**config.mk**
```make
export PLATFORM = sky130hd
export DESIGN_NAME = xy_mod_counter_fsm
export DESIGN_NICKNAME = d
export VERILOG_FILES = /design/src/rtl/xy_mod_counter_fsm.sv
export SDC_FILE = /design/constraint.sdc
export NUM_CORES = 1
export LEC_CHECK = 0
export CORE_AREA = 10 10 47 49
export CTS_CLUSTER_DIAMETER = 60
export DETAILED_ROUTE_END_ITERATION = 8
export DIE_AREA = 0 0 57 59
export HOLD_SLACK_MARGIN = 0.02
export PLACE_DENSITY = 0.69
export REMOVE_ABC_BUFFERS = 1
export SYNTH_ARGS = -nofsm -noshare
export SYNTH_HDL_FRONTEND = slang
export SYNTH_SLANG_ARGS = --single-unit
```
**constraint.sdc**
```tcl
create_clock -name CLK -period 1.9 [get_ports CLK]
set_clock_uncertainty 0.1 [all_clocks]
set_input_delay 0.475 -clock CLK [delete_from_list [all_inputs] [get_ports CLK]]
set_output_delay 0.475 -clock CLK [all_outputs]
set_load 0.01 [all_outputs]
```
**src/rtl/xy_mod_counter_fsm.sv**
```systemverilog
// Modulo-MODULUS up/down counter with IDLE/UP/DOWN/HOLD mode FSM and registered terminal-count flag.
// Optional XY_FSM_WRAP_STAT_EN adds an 8-bit saturating WRAPS count of terminal-count events.
module xy_mod_counter_fsm #(
    parameter int WIDTH    = 4,
    parameter int MODULUS  = 10,
    parameter int SATURATE = 0
) (
    input  logic             CLK,
    input  logic             RST,
    input  logic             X,
    input  logic             Y,
    input  logic             LOAD,
    input  logic [WIDTH-1:0] D,
    output logic [WIDTH-1:0] Q,
    output logic             A,
    output logic [1:0]       STATE
`ifdef XY_FSM_WRAP_STAT_EN
    ,
    output logic [7:0]       WRAPS
`endif
);

    localparam logic [1:0] ST_IDLE = 2'b00;
    localparam logic [1:0] ST_UP   = 2'b01;
    localparam logic [1:0] ST_DOWN = 2'b10;
    localparam logic [1:0] ST_HOLD = 2'b11;

    // One extra bit keeps MODULUS == 2**WIDTH representable in compares.
    localparam logic [WIDTH:0]   MAX_EXT = (WIDTH+1)'(MODULUS - 1);
    localparam logic [WIDTH-1:0] MAX_Q   = MAX_EXT[WIDTH-1:0];

    generate
        if (MODULUS < 2 || MODULUS > (2 ** WIDTH)) begin : g_bad_modulus
            $error("xy_mod_counter_fsm: MODULUS must satisfy 2 <= MODULUS <= 2**WIDTH");
        end
    endgenerate

    logic [WIDTH:0]   q_ext, d_ext;
    logic [WIDTH-1:0] q_nxt;
    logic             a_nxt;
    logic [1:0]       st_nxt;

    assign q_ext = {1'b0, Q};
    assign d_ext = {1'b0, D};

    always_comb begin
        q_nxt  = Q;
        a_nxt  = 1'b0;
        st_nxt = STATE;
        if (LOAD) begin
            q_nxt  = (d_ext > MAX_EXT) ? MAX_Q : D;
            st_nxt = ST_IDLE;
        end else if (X && !Y) begin
            st_nxt = ST_UP;
            if (q_ext == MAX_EXT) begin
                a_nxt = 1'b1;
                q_nxt = (SATURATE != 0) ? MAX_Q : '0;
            end else begin
                q_nxt = Q + WIDTH'(1);
            end
        end else if (X && Y) begin
            st_nxt = ST_DOWN;
            if (q_ext == '0) begin
                a_nxt = 1'b1;
                q_nxt = (SATURATE != 0) ? '0 : MAX_Q;
            end else begin
                q_nxt = Q - WIDTH'(1);
            end
        end else begin
            st_nxt = (STATE == ST_IDLE) ? ST_IDLE : ST_HOLD;
        end
    end

    always_ff @(posedge CLK or posedge RST) begin
        if (RST) begin
            Q     <= '0;
            A     <= 1'b0;
            STATE <= ST_IDLE;
        end else begin
            Q     <= q_nxt;
            A     <= a_nxt;
            STATE <= st_nxt;
        end
    end

`ifdef XY_FSM_WRAP_STAT_EN
    always_ff @(posedge CLK or posedge RST) begin
        if (RST) begin
            WRAPS <= '0;
        end else if (LOAD) begin
            WRAPS <= '0;
        end else if (a_nxt && WRAPS != 8'hFF) begin
            WRAPS <= WRAPS + 8'd1;
        end
    end
`endif

endmodule

```
== Yosys cells after proc, flatten, opt, wreduce, memory -nomap -nowiden ==
Index checks and enable logic that the tools add are counted.

* Order comparisons: 1
* Mux-type cells: 15
* Equal/unequal tests: 1
* Add/subtract/negate cells: 2
* Reductions and logical operators: 6

{| class="wikitable"
|+ Operators with widths
! operator !! count
|-
| $mux W4 || 6
|-
| $mux W2 || 4
|-
| $logic_not A5 Y1 || 1
|-
| $mux W1 || 5
|-
| $add A4 B1 Y4 const B || 1
|-
| $eq A4 B4 Y1 const B || 1
|-
| $gt A4 B4 Y1 const B || 1
|-
| $sub A4 B1 Y4 const B || 1
|-
| $reduce_bool A3 Y1 || 1
|-
| $logic_and A1 B1 Y1 || 2
|-
| $logic_not A2 Y1 || 1
|-
| $logic_not A1 Y1 || 1
|}

* Word-level logic and storage cells: 28
* Flip-flop bits (word level): 7

== Depth between registers and ports, before layout ==
* Word-level depth: 5
* Mapped depth: 5
* Gate-level depth less buffers: 4

== Least setup slack after synthesis ==
Ideal clock, no wire load.

* Path type: flip-flop to flip-flop
* From: reg Q[1]
* To: reg Q[3]
* Setup time: 126 ps
* Setup slack: 317 ps
* Path buffers: 1
* Stages on the path, launching flop included: 6
* Arrival: 1357 ps
* Cells stage by stage: dfrtp_1 > buf_4 > nor3_2 > mux2_4 > a221oi_2 > a21oi_1

* Longest elaborated chain between the ends: 5
* Elaborated cells on any way between the ends: 9
* Those cells by class: 2 x add/sub; 1 x eq/ne; 5 x mux; 1 x reduce/logical

{| class="wikitable"
|+ RTL lines
! item !! line !! source
|-
| start: declaration || 14 || <nowiki>output logic [WIDTH-1:0] Q,</nowiki>
|-
| start signal: assignment || 80 || <nowiki>Q <= q_nxt;</nowiki>
|-
| $sub A4 B1 Y4 / $logic_not A5 Y1 (equally long branches) || 67, 63 ||
|-
| $mux W4 || 63 || <nowiki>if (q_ext == '0) begin</nowiki>
|-
| $mux W4 || 61 || <nowiki>end else if (X && Y) begin</nowiki>
|-
| $mux W4 (*) || 53 || <nowiki>end else if (X && !Y) begin</nowiki>
|-
| $mux W4 (*) || 50 || <nowiki>if (LOAD) begin</nowiki>
|}

Mark *: on every way between the ends. The rest lies on a longest branch, timed or not. The select of a mux whose other input is x is not followed.
A chain may end at the register's enable or synchronous reset.

== Final worst setup path ==
* From: reg Q[0]
* To: out Q[0]

No word-level cell between the ends.

==> results.toml <==
[timing]
drv_slew = 0
finalHoldViolations = 0
finalSetupViolations = 0
rsz0062_at_grt = "false"
holdWs_ns = 0.358
max_freq_mhz = 545
tightest_slew_ns = 0.297
slew_headroom = 0.802
fin_crit_ns = 1.84
finalCritPeriodShare = 0.966
fin_setup_tns_ns = 0

[clocking]
cts_setup_buffers = 0
clkLatencyLatePin_ns = 0.26
tritoncts = "done"
cts.root.buffer_cell = "clkbuf_4"
clkSinkCount = 7
cts_hold_repair.buffers = 0
h-tree-depth = 1
ctsResizeCount = 0
cts_max_path_buffers = 2
cts_inserted_buffers = 3
clkSlewWorstSetupHoldPaths_ns = 0.06

[drt]
first_iter_violations = 19
ant_nets = 0
dr.pass1.iters = 4
drc = 0
drt-vias-per-instance = 5.27
drt-wirelength-per-cell_um = 14.8
vias = 480
wirelength_um = 1340

[worst_setup_path]
cp-end-kind = "output port"
cp-start-kind = "register"
crit_fanout = 4
max_stage_delay_ns = 0.58
required_ns = 1.32
path_cells = "clkdlybuf4s50_1"
critPathKind = "register to output port"
slowest_stage = "clkdlybuf4s50_1"
critPathBufInv = 1
path_delay_family = "buffers and inverters"
worstPathArrival_ns = 1.26

[hold_path]
hp-class = "input port to asynchronous set/reset pin"

[final_layout]
layout.cells.non_filler = 91
final_common_cell = "clkdlybuf4s50_1"
nets = 85
stdcell_area_um2 = 711
fillers = 153
drive_gt1_frac = 0.200
syn2layout_area_growth_pct = 35.2
antenna_cells = 0
mostFrequentLayoutCells = "clkdlybuf4s50_1, dfrtp_1, buf_4, nand2_1"

[global_routing]
gr-total-overflow = 0
antenna_found_initial = 0
grt_start_max_net_pins = 11
met1_usage = 0.0966
grt.busiest_layer = "met2"
grtUsageMet3 = 0.0386
grt.met2_usage = 0.124
track_usage = 0.0813
grt_pass1_wl_um = 2210
grt_pass1_vias = 487

[placed_design]
dp_hpwl_um = 1060
placed_cells = 87
io_buffers = 15
gp_congestion = 0.796
placed_cell_area_um2 = 684

[logic_synthesis]
async_reset_ff_frac = 1.00
synth.top_cell.area_share = 0.333
ys_seq_elements = 7
netlist_top_cells_area = "dfrtp_1, buf_4, buf_6"
ys_types = 32
ys_seq_area_frac = 0.333
syn-cell-area_um2 = 526
synth-edff-count = 0
yosys_most_used_dff = "dfrtp_1"
syn_avg_cell_area_um2 = 9.38
synth_area_leader_cell = "dfrtp_1"
synthCells = 56
yosys_warnings = 0

[floorplan]
rows = 14
die_y_um = 59
core-area_um2 = 1400
dieArea_um2 = 3360
start_util = 0.375
io_pins = 16
fp.dieW_um = 57

[power_and_ir_drop]
peakVddDrop_v = 0.000333
p_per_area_nw_per_um2 = 713
p_leak_nw = 0.312
finalPower_w = 0.000507

[flow_run]
cap_violations = 0

[status]
status = "completed"
-- flip-flops by register name, indices dropped and copies added (netlist names) --
| register | count |
|---|---|
| Q | 4 |
| STATE | 2 |
| A | 1 |
-- power breakdown --
| group | leakage [nW] | internal (W) | total (W) | switching [W] |
|---|---|---|---|---|
| Clock | 0.0150 | 0.0000805 | 0.000141 | 0.0000610 |
| Combinational | 0.209 | 0.000100 | 0.000187 | 0.0000866 |
| Sequential | 0.0881 | 0.000164 | 0.000178 | 0.0000144 |
-- path summary, 6_finish.rpt --
kind / start / endpoint / slack (ns) / cells after the start
max in group asynchronous: RST / Q[1]$_DFFE_PP0P_ / 1.11 / 2
hold / removal: RST / A$_DFF_PP0_ / 0.36 / 2
setup / recovery: Q[0]$_DFFE_PP0P_ / Q[0] / 0.06 / 1
setup reg to reg: Q[1]$_DFFE_PP0P_ / Q[3]$_DFFE_PP0P_ / 0.39 / 4
hold reg to reg: STATE[0]$_DFF_PP0_ / STATE[0]$_DFF_PP0_ / 0.51 / 2
min in group CLK: STATE[0]$_DFF_PP0_ / STATE[0]$_DFF_PP0_ / 0.51 / 2
-- per-layer routing --
metal	vias to the layer above	wire length (um)	part of all wire
met5	-	0	0
met3	2	128	0.095
met2	27	576	0.43
met1	219	622	0.46
li1	232	-	-
met4	0	16	0.012
-- cell families (layout without fill, tap and decap cells) --
logic type                count (synthesis)  in the layout  synth area share
DFF                                       7              7             0.333
AOI/OAI and AO/OA                        16             16             0.221
buffers and inverters                     9             28             0.136
xor gates and xnor gates                  3              3            0.0500
muxes                                     1              1            0.0286
and+or+nand+nor                          20             20             0.231
-- synthesized netlist by cell type (all sizes together) (2+ instances only) --
library cell and count:
nor2 4, dfrtp 7, o21ai 5, nand2 5, nor2b 2, a211oi 2, inv 2, buf 6
xor2 2, nor3 3, a21oi 2
-- metrics by stage --
stage | utilization | setup slack (ns)
global placement | 0.488 | 0.0599
finish | 0.507 | 0.0650
global route | 0.507 | 0.0351
floorplan | - | 0.375
detailed placement | 0.488 | 0.0528
CTS | 0.507 | 0.0540
-- cell type report --
cell class	instances	area, um^2	share of cell area
clock buffer	4	26.3	0.0370
inverter	2	7.51	0.0106
multi-input combinational	40	279	0.393
sequential	7	175	0.246
tap	16	20.0	0.0282
timing repair buffer	22	203	0.285
Note: power is estimated with default switching activity, not from simulation.
